===== config.mk =====
export PLATFORM = sky130hd
export DESIGN_NAME = mem_bus_if
export DESIGN_NICKNAME = d
export VERILOG_FILES = /design/src/rtl/mem_bus_if.sv
export SDC_FILE = /design/constraint.sdc
export NUM_CORES = 1
export LEC_CHECK = 0
export CORE_ASPECT_RATIO = 1.2
export CORE_UTILIZATION = 36
export CTS_CLUSTER_SIZE = 30
export DETAILED_ROUTE_END_ITERATION = 16
export GPL_ROUTABILITY_DRIVEN = 0
export GPL_TIMING_DRIVEN = 0
export PLACE_DENSITY = 0.81
export SYNTH_ARGS = -nofsm -noshare
export SYNTH_HDL_FRONTEND = slang
export SYNTH_SLANG_ARGS = --single-unit

===== constraint.sdc =====
create_clock -name clk_in -period 1.8 [get_ports clk_in]
set_input_delay 0.18 -clock clk_in [delete_from_list [all_inputs] [get_ports clk_in]]
set_output_delay 0.18 -clock clk_in [all_outputs]
set_load 0.005 [all_outputs]

===== src/rtl/mem_bus_if.sv =====
// mem_bus_if: data-side bus master behind the mem stage.
// Converts the single-cycle mem RAM request into a req/ack bus transaction.
// Sub-word stores use read-modify-write: the word is read and returned to mem
// for byte merging, then the merged word is written back.
// The pipeline is stalled until the transaction completes.
// Optional feature: define BUS_TIMEOUT_EN to abort a transaction after
// TIMEOUT_CYCLES cycles without ack. An abort pulses bus_err_out for one cycle.
module mem_bus_if #(
    parameter int ADDR_WIDTH     = 32,
    parameter int DATA_WIDTH     = 32,
    parameter int TIMEOUT_CYCLES = 255
) (
    input  logic                  clk_in,
    input  logic                  reset_n_in,
    input  logic                  ram_ce_in,
    input  logic                  ram_write_request_in,
    input  logic                  word_store_in,
    input  logic [ADDR_WIDTH-1:0] ram_addr_in,
    input  logic [DATA_WIDTH-1:0] ram_wdata_in,
    output logic [DATA_WIDTH-1:0] ram_rdata_out,
    output logic                  stall_out,
    output logic                  bus_req_out,
    output logic                  bus_we_out,
    output logic [ADDR_WIDTH-1:0] bus_addr_out,
    output logic [DATA_WIDTH-1:0] bus_wdata_out,
    input  logic [DATA_WIDTH-1:0] bus_rdata_in,
    input  logic                  bus_ack_in,
    output logic                  bus_err_out
);

    localparam logic [1:0] ST_IDLE = 2'd0;
    localparam logic [1:0] ST_RD   = 2'd1;
    localparam logic [1:0] ST_WR   = 2'd2;
    localparam logic [1:0] ST_DONE = 2'd3;

    logic [1:0]            state_q, state_d;
    logic                  req_q, req_d;
    logic                  we_q, we_d;
    logic                  write_q, write_d;
    logic [ADDR_WIDTH-1:0] addr_q, addr_d;
    logic [DATA_WIDTH-1:0] rdata_q, rdata_d;

    // The byte offset is resolved inside mem; the bus only sees word addresses.
    logic unused_byte_offset;
    assign unused_byte_offset = ^ram_addr_in[1:0];

`ifdef BUS_TIMEOUT_EN
    localparam int CNT_W = ($clog2(TIMEOUT_CYCLES + 1) > 8) ? $clog2(TIMEOUT_CYCLES + 1) : 8;
    localparam logic [CNT_W-1:0] CNT_LAST = CNT_W'(TIMEOUT_CYCLES - 1);

    logic [CNT_W-1:0] cnt_q, cnt_d;
    logic             err_q, err_d;
    logic             timeout;

    // The last counted ack-less cycle aborts the transaction.
    assign timeout = !bus_ack_in && (cnt_q == CNT_LAST);
`else
    logic unused_timeout;
    assign unused_timeout = (TIMEOUT_CYCLES == 0);
`endif

    // Next-state and next-output logic for the transaction FSM.
    always_comb begin
        // NOTE: every signal is given a default first, so no path leaves one unassigned and no latch is inferred.
        state_d = state_q;
        req_d   = req_q;
        we_d    = we_q;
        write_d = write_q;
        addr_d  = addr_q;
        rdata_d = rdata_q;
`ifdef BUS_TIMEOUT_EN
        cnt_d   = cnt_q;
        err_d   = 1'b0;
`endif
        case (state_q)
            ST_IDLE: begin
                if (ram_ce_in) begin
                    addr_d  = {ram_addr_in[ADDR_WIDTH-1:2], 2'b00};
                    write_d = ram_write_request_in;
                    req_d   = 1'b1;
`ifdef BUS_TIMEOUT_EN
                    cnt_d   = '0;
`endif
                    if (ram_write_request_in && word_store_in) begin
                        state_d = ST_WR;
                        we_d    = 1'b1;
                    end else begin
                        state_d = ST_RD;
                        we_d    = 1'b0;
                    end
                end
            end
            ST_RD: begin
                if (bus_ack_in) begin
                    rdata_d = bus_rdata_in;
                    if (write_q) begin
                        state_d = ST_WR;
                        we_d    = 1'b1;
`ifdef BUS_TIMEOUT_EN
                        cnt_d   = '0;
`endif
                    end else begin
                        state_d = ST_DONE;
                        req_d   = 1'b0;
                    end
                end
`ifdef BUS_TIMEOUT_EN
                else if (timeout) begin
                    // A timed-out store skips the write phase.
                    state_d = ST_DONE;
                    req_d   = 1'b0;
                    we_d    = 1'b0;
                    err_d   = 1'b1;
                    rdata_d = '0;
                end else begin
                    cnt_d = cnt_q + CNT_W'(1);
                end
`endif
            end
            ST_WR: begin
                if (bus_ack_in) begin
                    state_d = ST_DONE;
                    req_d   = 1'b0;
                    we_d    = 1'b0;
                end
`ifdef BUS_TIMEOUT_EN
                else if (timeout) begin
                    state_d = ST_DONE;
                    req_d   = 1'b0;
                    we_d    = 1'b0;
                    err_d   = 1'b1;
                end else begin
                    cnt_d = cnt_q + CNT_W'(1);
                end
`endif
            end
            ST_DONE: begin
                state_d = ST_IDLE;
            end
            default: begin
                state_d = ST_IDLE;
                req_d   = 1'b0;
                we_d    = 1'b0;
            end
        endcase
    end

    // State and output registers; an asynchronous reset drops the bus cycle immediately.
    always_ff @(posedge clk_in or negedge reset_n_in) begin
        if (!reset_n_in) begin
            state_q <= ST_IDLE;
            req_q   <= 1'b0;
            we_q    <= 1'b0;
            write_q <= 1'b0;
            addr_q  <= '0;
            rdata_q <= '0;
`ifdef BUS_TIMEOUT_EN
            cnt_q   <= '0;
            err_q   <= 1'b0;
`endif
        end else begin
            // NOTE: non-blocking assignments make every flop sample the pre-edge values, whatever the statement order.
            state_q <= state_d;
            req_q   <= req_d;
            we_q    <= we_d;
            write_q <= write_d;
            addr_q  <= addr_d;
            rdata_q <= rdata_d;
`ifdef BUS_TIMEOUT_EN
            cnt_q   <= cnt_d;
            err_q   <= err_d;
`endif
        end
    end

    assign bus_req_out   = req_q;
    assign bus_we_out    = we_q;
    assign bus_addr_out  = addr_q;
    assign ram_rdata_out = rdata_q;

    // The upstream pipeline is frozen during WR, so mem's merged data is stable.
    assign bus_wdata_out = (state_q == ST_WR) ? ram_wdata_in : '0;

    // Stall drops in DONE, so the pipeline advances at the end of that cycle.
    assign stall_out = ((state_q == ST_IDLE) && ram_ce_in) || (state_q == ST_RD) || (state_q == ST_WR);

`ifdef BUS_TIMEOUT_EN
    assign bus_err_out = err_q;
`else
    assign bus_err_out = 1'b0;
`endif

endmodule


# [Word-level counts from Yosys, hierarchy flattened]
# Index checks and enable logic that the tools add are counted.
[word_totals] inputBits=102 word_cells=42 reg_bits=67
[op_classes] n_reduce_logical=11 n_mux=17 n_eq_ne=8
[op_table] operator="2-to-1 mux 32 bit" count=1
[op_table] operator="!= test 2 bit (second input constant)" count=5
[op_table] operator="AND reduction 5 bit" count=2
[op_table] operator="2-to-1 mux 1 bit" count=9
[op_table] operator="2-to-1 mux 2 bit" count=4
[op_table] operator="case mux 2 bit (4 select lines)" count=1
[op_table] operator="case mux 1 bit (3 select lines)" count=2
[op_table] operator="equality test 2 bit (second input constant)" count=2
[op_table] operator="AND reduction 2 bit" count=2
[op_table] operator="AND reduction 3 bit" count=1
[op_table] operator="nonzero test 3 bit" count=1
[op_table] operator="equality test 2 x 1 -> 1 bit (second input constant)" count=1
[op_table] operator="logical AND 1 bit" count=2
[op_table] operator="zero test 2 bit" count=1
[op_table] operator="logical OR 1 bit" count=2

# [Longest topological paths before layout]
# Gate-level depths: netlist of run 1.
[depth] depth_word=4 depth_mapped=5 ltp_nobuf=5

# [Worst setup path before layout of run 1]
# OpenSTA, ideal clock, no wires.
[synth_timing] path_type="reg2reg" start="register state_q[0]" end="register addr_q[10], in the netlist bus_addr_out[10]" setup_slack_ns=0.301 arrival_ns=1.374 period_less_slack_ns=1.499 setup_time_ns=0.125 stages_incl_launch_ff=6 path_cell_list="dfrtp_1 -> inv_1 -> ha_1 -> nand2_1 -> buf_2 -> mux2_2"
[synth_between] elab_chain_cells=2
[synth_lines] item="start, declared" line_no="36" text="logic [1:0] state_q, state_d;"
[synth_lines] item="start signal, assigned" line_no="163" text="state_q <= state_d;"
[synth_lines] item="zero test 2 bit" line_no="75" text="case (state_q)"
[synth_lines] item="AND reduction 2 bit (no source line)"
[synth_lines] item="end signal, assigned" line_no="167" text="addr_q <= addr_d;"
[synth_lines] item="end, declared" line_no="40" text="logic [ADDR_WIDTH-1:0] addr_q, addr_d;"
# No other way between the ends.
# A chain may end at the register's enable or synchronous reset.

# [Final worst setup path of run 1]
[layout_timing] start="register state_q[1]" end="output bus_wdata_out[14]"
[layout_between] elab_chain_cells=2
[layout_lines] item="equality test 2 bit" line_no="182" text="assign bus_wdata_out = (state_q == ST_WR) ? ram_wdata_in : '0;"
[layout_lines] item="2-to-1 mux 32 bit" line_no="182"
[layout_lines] item="end, declared" line_no="25" text="output logic [DATA_WIDTH-1:0] bus_wdata_out,"
# No other way between the ends.

==> results.cfg, run 1 <==
[pwr]
p_leak_nw = 2.55
ir_drop_v = 0.000965
p_total_mw = 8.68
p_per_area_mw_per_mm2 = 1580

[route]
highest_layer = met4
drt_iter0_markers = 69
dr.pass1.iters = 3
vias = 2378
drtAntennaViolNets = 0
vias_per_cell = 4.36
met3_length_um = 706
drt-total-wl_mm = 7.78
route.detailed.drc = 0
wl_per_cell_um = 14.2
wl_met2_mm = 4.12
met1_length_mm = 2.86

[clock_network]
cts_tree = yes
cts-buffers-inserted = 9
cts.clk_slew.worst_paths_ns = 0.07
cts_root_buffer = clkbuf_8
htreeDepth = 3
cts_buffer_depth = 2
clock_latency_ns = 0.34
cts.sinks = 67

[finish]
nets = 535
areaGrowthSynthToFinish_pct = 82.0
n_antenna_cell = 0
final_cell_area_mm2 = 0.00550
layout_common_cells = 162 x clkdlybuf4s50_1, 65 x dfrtp_1, 31 x and2_1
drive_above_1_share_pct = 24.1
final_common_cell = clkdlybuf4s50_1

[sta]
finalMaxSlewViolations = 0
whs_ns = 0.434
max_slew_margin_pct = 45.3
worst_pin_slew_ns = 0.820
fmaxAchievable_mhz = 577
setup_viol = 0
finalHoldViolations = 0
finalSetupTns_ns = 0
fin_skew_ns = 0.00983
setup_ws_ns = 0.0662
post-route-period-util_pct = 96.3
period_needed_ns = 1.73
rsz0062_at_grt = false

[hold_path]
min_to = bus_addr_out[13]$_DFFE_PN0P_
hold_depth = 2
hold_start = ram_addr_in[13]
min_path_type = primary input to flop

[critical_path]
regToRegSetupSlack_ns = 0.13
worstSetupPathType = flop to primary output
worst_setup_path_start_kind = flop
cp_max_fo = 6
r2r_start = state_q[1]$_DFFE_PN0P_
end_kind = primary output
cp_cell_sequence = ha_4 > clkbuf_8 > and2_1 > dlygate4sd2_1
reg2reg_to = bus_we_out$_DFFE_PN0P_
worstPathArrival_ns = 1.55
worstPathRequired_ns = 1.62
rr_worst_depth = 6
cpPeakStageDelay_ns = 0.46
crit_path_top_delay_cell = dfrtp_2

[place]
dp_slack_ns = -0.269
hpwl_mm = 5.79
port_buffers = 196
place_area_mm2 = 0.00513

[global_route]
grt_util_all_layers_pct = 17.6
grt_first_pass_wirelength_mm = 11.7
overflow = 0
grt_pass1_vias = 2277
antenna_found_initial = 0
grt_max_degree = 68

[yosys]
synthArstFlopShare_pct = 100
synth_cell_type_count = 25
synth_edf_count = 0
synthSimpleGateAreaFrac_pct = 8.24
postSynthCellCount = 207
synthXorXnorAreaFrac_pct = 0
synth_fa_ha_area_share_pct = 2.48
ys_seq_elements = 67
ys_seq_area_share_pct = 55.5
synth_area_mm2 = 0.00302
synth_ff_type = dfrtp_1
muxShareOfSynthArea_pct = 28.3
yosys_warnings = 0
synth_compound_area_share_pct = 2.15
synth_top_family_by_area = multiplexers
synth_area_per_cell_um2 = 14.6

[run_status]
status = finished clean

[floorplan]
coreArea_mm2 = 0.00815
start_util_pct = 37.1
ioPinCount = 202
die_h_um = 102
rows = 36
die_area_mm2 = 0.00877
die_w_um = 85.7

[run]
cap_violations = 0
worst max path at each step:
stage	startpoint	slack, ns	endpoint
after floorplan	state_q[0]$_DFFE_PN0P_	0.30	bus_addr_out[10]$_DFFE_PN0P_
after global routing	state_q[1]$_DFFE_PN0P_	0.003	bus_wdata_out[22]
after CTS	state_q[1]$_DFFE_PN0P_	-0.02	bus_wdata_out[16]
after global placement	reset_n_in	-1.57	bus_addr_out[29]$_DFFE_PN0P_
final	state_q[1]$_DFFE_PN0P_	0.07	bus_wdata_out[14]
after detailed placement	state_q[0]$_DFFE_PN0P_	-0.27	bus_wdata_out[18]
where the power goes:
part | internal, mW | total, mW | switching [mW]
clock | 0.960 | 1.54 | 0.577
sequential | 2.29 | 2.73 | 0.442
combinational | 3.03 | 4.41 | 1.38
worst max-delay path, delay by kind of cell (launching register included):
family | cells | cell delay, ns
buf+inv | 2 | 0.41
simple gates | 1 | 0.15
flops | 1 | 0.46
fa+ha+maj | 1 | 0.21
cell usage after synthesis (2+ instances only):
cell type  count  share of area, %
ha_1           6               2.5
buf_2          3              0.50
and2_1        32               6.6
o21ai_0        2              0.33
nand2_1        5              0.62
mux2_4        30                15
buf_6          3               1.1
inv_1          4              0.50
nand2b_1       2              0.41
dfrtp_1       67                55
mux2_1        18               6.7
mux2_2        18               6.7
buf_4          3              0.74
clkbuf_1       3              0.37
area by class of cell:
class	instances	area [µm²]
Fill cell	636	2650
Timing Repair Buffer	207	1990
Sequential cell	67	1680
Multi-Input combinational cell	126	1300
Tap cell	114	143
Clock buffer	10	138
Buffer	12	123
Clock inverter	6	113
Inverter	4	20.0
kinds of logic (layout without fill, tap and decap cells):
group | count (synthesis) | after routing
DFF | 67 | 67
muxes | 66 | 66
and+or+nand+nor | 42 | 42
buffers and inverters | 16 | 239
AOI/OAI and AO/OA | 9 | 9
adders and majority gates | 6 | 6
other | 1 | 3
flip-flops by register name, indices dropped and copies added (netlist names):
register / cells
write_q: 1
state_q: 2
bus_addr_out: 30
ram_rdata_out: 32
bus_we_out: 1
bus_req_out: 1
routing by layer:
metal | vias up | GRT usage, %
li1 | 1137 | -
met1 | 1102 | 19.2
met2 | 128 | 32.5
met3 | 11 | 5.98
met4 | 0 | 5.00
met5 | - | 0
through the flow:
step	util [%]	std cells
2_1_floorplan	-	209
3_3_place_gp	63.0	519
3_5_place_dp	63.0	519
4_1_cts	67.8	546
5_1_grt	67.5	546
6_report	67.5	546
timing repair:
item | in CTS | in global routing
endpoints found under the setup margin | 33 | 9
endpoints found under the hold margin | 67 | 0
cloned | 1 | 0
pin swaps | 2 | 1
hold buffers | 1 | 0
setup buffers | 9 | 0
resized for setup | 67 | 7
Power figures use the tool's default switching activity.
==> run 2, diff against run 1 <==
--- a/config.mk
+++ b/config.mk
@@ -6,12 +6,12 @@
 export NUM_CORES = 1
 export LEC_CHECK = 0
 export CORE_ASPECT_RATIO = 1.2
-export CORE_UTILIZATION = 36
+export CORE_UTILIZATION = 34
 export CTS_CLUSTER_SIZE = 30
 export DETAILED_ROUTE_END_ITERATION = 16
 export GPL_ROUTABILITY_DRIVEN = 0
 export GPL_TIMING_DRIVEN = 0
-export PLACE_DENSITY = 0.81
+export PLACE_DENSITY = 0.77
 export SYNTH_ARGS = -nofsm -noshare
 export SYNTH_HDL_FRONTEND = slang
 export SYNTH_SLANG_ARGS = --single-unit
==> results.cfg, run 2 (same netlist as run 1, synthesis figures left out) <==
[clock_network]
cts_root_buffer = clkbuf_8
cts.clk_slew.worst_paths_ns = 0.07
cts_buffer_depth = 2
cts_tree = yes
clock_latency_ns = 0.33
htreeDepth = 3
cts.sinks = 67
cts-buffers-inserted = 9

[finish]
drive_above_1_share_pct = 30.4
layout_common_cells = 162 x clkdlybuf4s50_1, 65 x dfrtp_1, 30 x mux2_4
n_antenna_cell = 0
nets = 544
largest_reg_flops = 32
final_common_cell = clkdlybuf4s50_1
areaGrowthSynthToFinish_pct = 82.3

[route]
vias_per_cell = 4.48
vias = 2500
route.detailed.drc = 0
drt-total-wl_mm = 8.47
drtAntennaViolNets = 0
wl_per_cell_um = 15.2
dr.pass1.iters = 4
drt_iter0_markers = 35

[sta]
post-route-period-util_pct = 99.0
finalHoldViolations = 0
finalSetupTns_ns = 0
whs_ns = 0.425
max_slew_margin_pct = 44.1
rsz0062_at_grt = true
worst_pin_slew_ns = 0.838
setup_ws_ns = 0.0177
fin_skew_ns = 0.00651
fmaxAchievable_mhz = 561
finalMaxSlewViolations = 0
setup_viol = 0
period_needed_ns = 1.78

[critical_path]
cp_max_fo = 7
setup.worst_path.end = bus_wdata_out[23]
cp-startpoint = state_q[1]$_DFFE_PN0P_
reg2reg_to = bus_addr_out[12]$_DFFE_PN0P_
worstPathArrival_ns = 1.60
worst_setup_path_start_kind = flop
rr_worst_depth = 7
regToRegSetupSlack_ns = 0.09
cp_cell_sequence = buf_6 > ha_4 > clkbuf_8 > buf_4 > and2_1 > buf_2
crit_path_top_delay_cell = dfrtp_2
path_buf_inv = 4
path_depth = 6
worstPathRequired_ns = 1.62
r2r_start = state_q[0]$_DFFE_PN0P_
end_kind = primary output
worstSetupPathType = flop to primary output
crit_family = buffers and inverters
cpPeakStageDelay_ns = 0.42

[pwr]
p_total_mw = 8.75
p_leak_nw = 2.52
p_per_area_mw_per_mm2 = 1590
ir_drop_v = 0.000827

[place]
hpwl_mm = 6.15
dp_slack_ns = -0.301
port_buffers = 196

[floorplan]
start_util_pct = 35.1
ioPinCount = 202
die_w_um = 88.1
coreArea_mm2 = 0.00861
die_h_um = 105
die_area_mm2 = 0.00927
rows = 37

[global_route]
grt_pass1_vias = 2718
grt_first_pass_wirelength_mm = 12.9
overflow = 0
grt_util_all_layers_pct = 18.4
grt_max_degree = 68
antenna_found_initial = 0

[run_status]
status = finished clean

[run]
cap_violations = 0

[hold_path]
min_path_type = primary input to flop
run 2: cell types whose count changed in the layout (fill, tap and decap cells not counted), moves of 3 or more:
cell / previous run / this run
clkbuf_2: 6 / 10
buf_6: 3 / 8
and2_4: 1 / 4
buf_2: 2 / 16
clkdlybuf4s15_1: 1 / 5
dlygate4sd2_1: 26 / 2
and2_1: 31 / 28
buf_4: 13 / 18
run 2: worst min path at each step:
stage	start	to	slack (ns)	depth (start not counted)
floorplan	reset_n_in	bus_addr_out[10]$_DFFE_PN0P_	-0.12	0
global placement	bus_addr_out[20]$_DFFE_PN0P_	bus_addr_out[20]$_DFFE_PN0P_	0.48	1
detailed placement	reset_n_in	ram_rdata_out[12]$_DFFE_PN0P_	0.35	1
CTS	ram_addr_in[17]	bus_addr_out[17]$_DFFE_PN0P_	0.41	2
global route	bus_rdata_in[7]	ram_rdata_out[7]$_DFFE_PN0P_	0.42	2
finish	ram_addr_in[17]	bus_addr_out[17]$_DFFE_PN0P_	0.43	2
run 2: where the power goes:
| part | total [mW] | switching [mW] | leakage [nW] | internal, mW |
|---|---|---|---|---|
| Sequential | 2.71 | 0.422 | 0.789 | 2.29 |
| Clock | 1.39 | 0.569 | 0.111 | 0.820 |
| Combinational | 4.64 | 1.48 | 1.62 | 3.17 |
run 2: layer usage:
layer  up-vias  GRT usage [%]  routed length, µm
met2       138           33.3               4390
met4         0           6.34                135
met1      1195           18.3               2930
met3        12           8.14               1010
met5         -              0                  0
li1       1155              -                  -
run 2: area by class of cell:
type                            count  area [µm²]
Fill cell                         703        3100
Timing Repair Buffer              216        2020
Sequential cell                    67        1680
Multi-Input combinational cell    126        1310
Tap cell                          117         146
Clock buffer                       12         145
Buffer                             12         119
Clock inverter                      4        73.8
Inverter                            4        20.0
run 2: stage by stage:
stage / utilization, % / std cells / area (µm²)
4_1_cts: 64.3 / 556 / 5540
6_report: 64.0 / 558 / 5510
5_1_grt: 64.0 / 558 / 5510
3_5_place_dp: 59.6 / 522 / 5140
3_3_place_gp: 59.7 / 522 / 5140
2_1_floorplan: - / 209 / 3030
run 2: worst register-to-register path: stages, from the launching register on:
cell and delay [ns]:
dfrtp_2 0.38, inv_2 0.06, buf_4 0.15, ha_4 0.16
nand2_2 0.08, buf_4 0.14, buf_2 0.27, mux2_1 0.36
run 2: timing repair:
item                                    CTS  global route
hold buffers                              1             0
pin swaps                                 5             0
setup buffers                            15             2
endpoints found under the hold margin    67             0
gates cloned                              2             0
resized for setup                       124            16
endpoints found under the setup margin   33            31
==> run 3, diff against run 2 <==
--- a/config.mk
+++ b/config.mk
@@ -6,12 +6,12 @@
 export NUM_CORES = 1
 export LEC_CHECK = 0
 export CORE_ASPECT_RATIO = 1.2
-export CORE_UTILIZATION = 34
+export CORE_UTILIZATION = 36
 export CTS_CLUSTER_SIZE = 30
 export DETAILED_ROUTE_END_ITERATION = 16
 export GPL_ROUTABILITY_DRIVEN = 0
 export GPL_TIMING_DRIVEN = 0
-export PLACE_DENSITY = 0.77
+export PLACE_DENSITY = 0.81
 export SYNTH_ARGS = -nofsm -noshare
 export SYNTH_HDL_FRONTEND = slang
 export SYNTH_SLANG_ARGS = --single-unit
==> results of run 3 <==
Same layout as run 1: the final DEF is identical, and so are final timing and power.
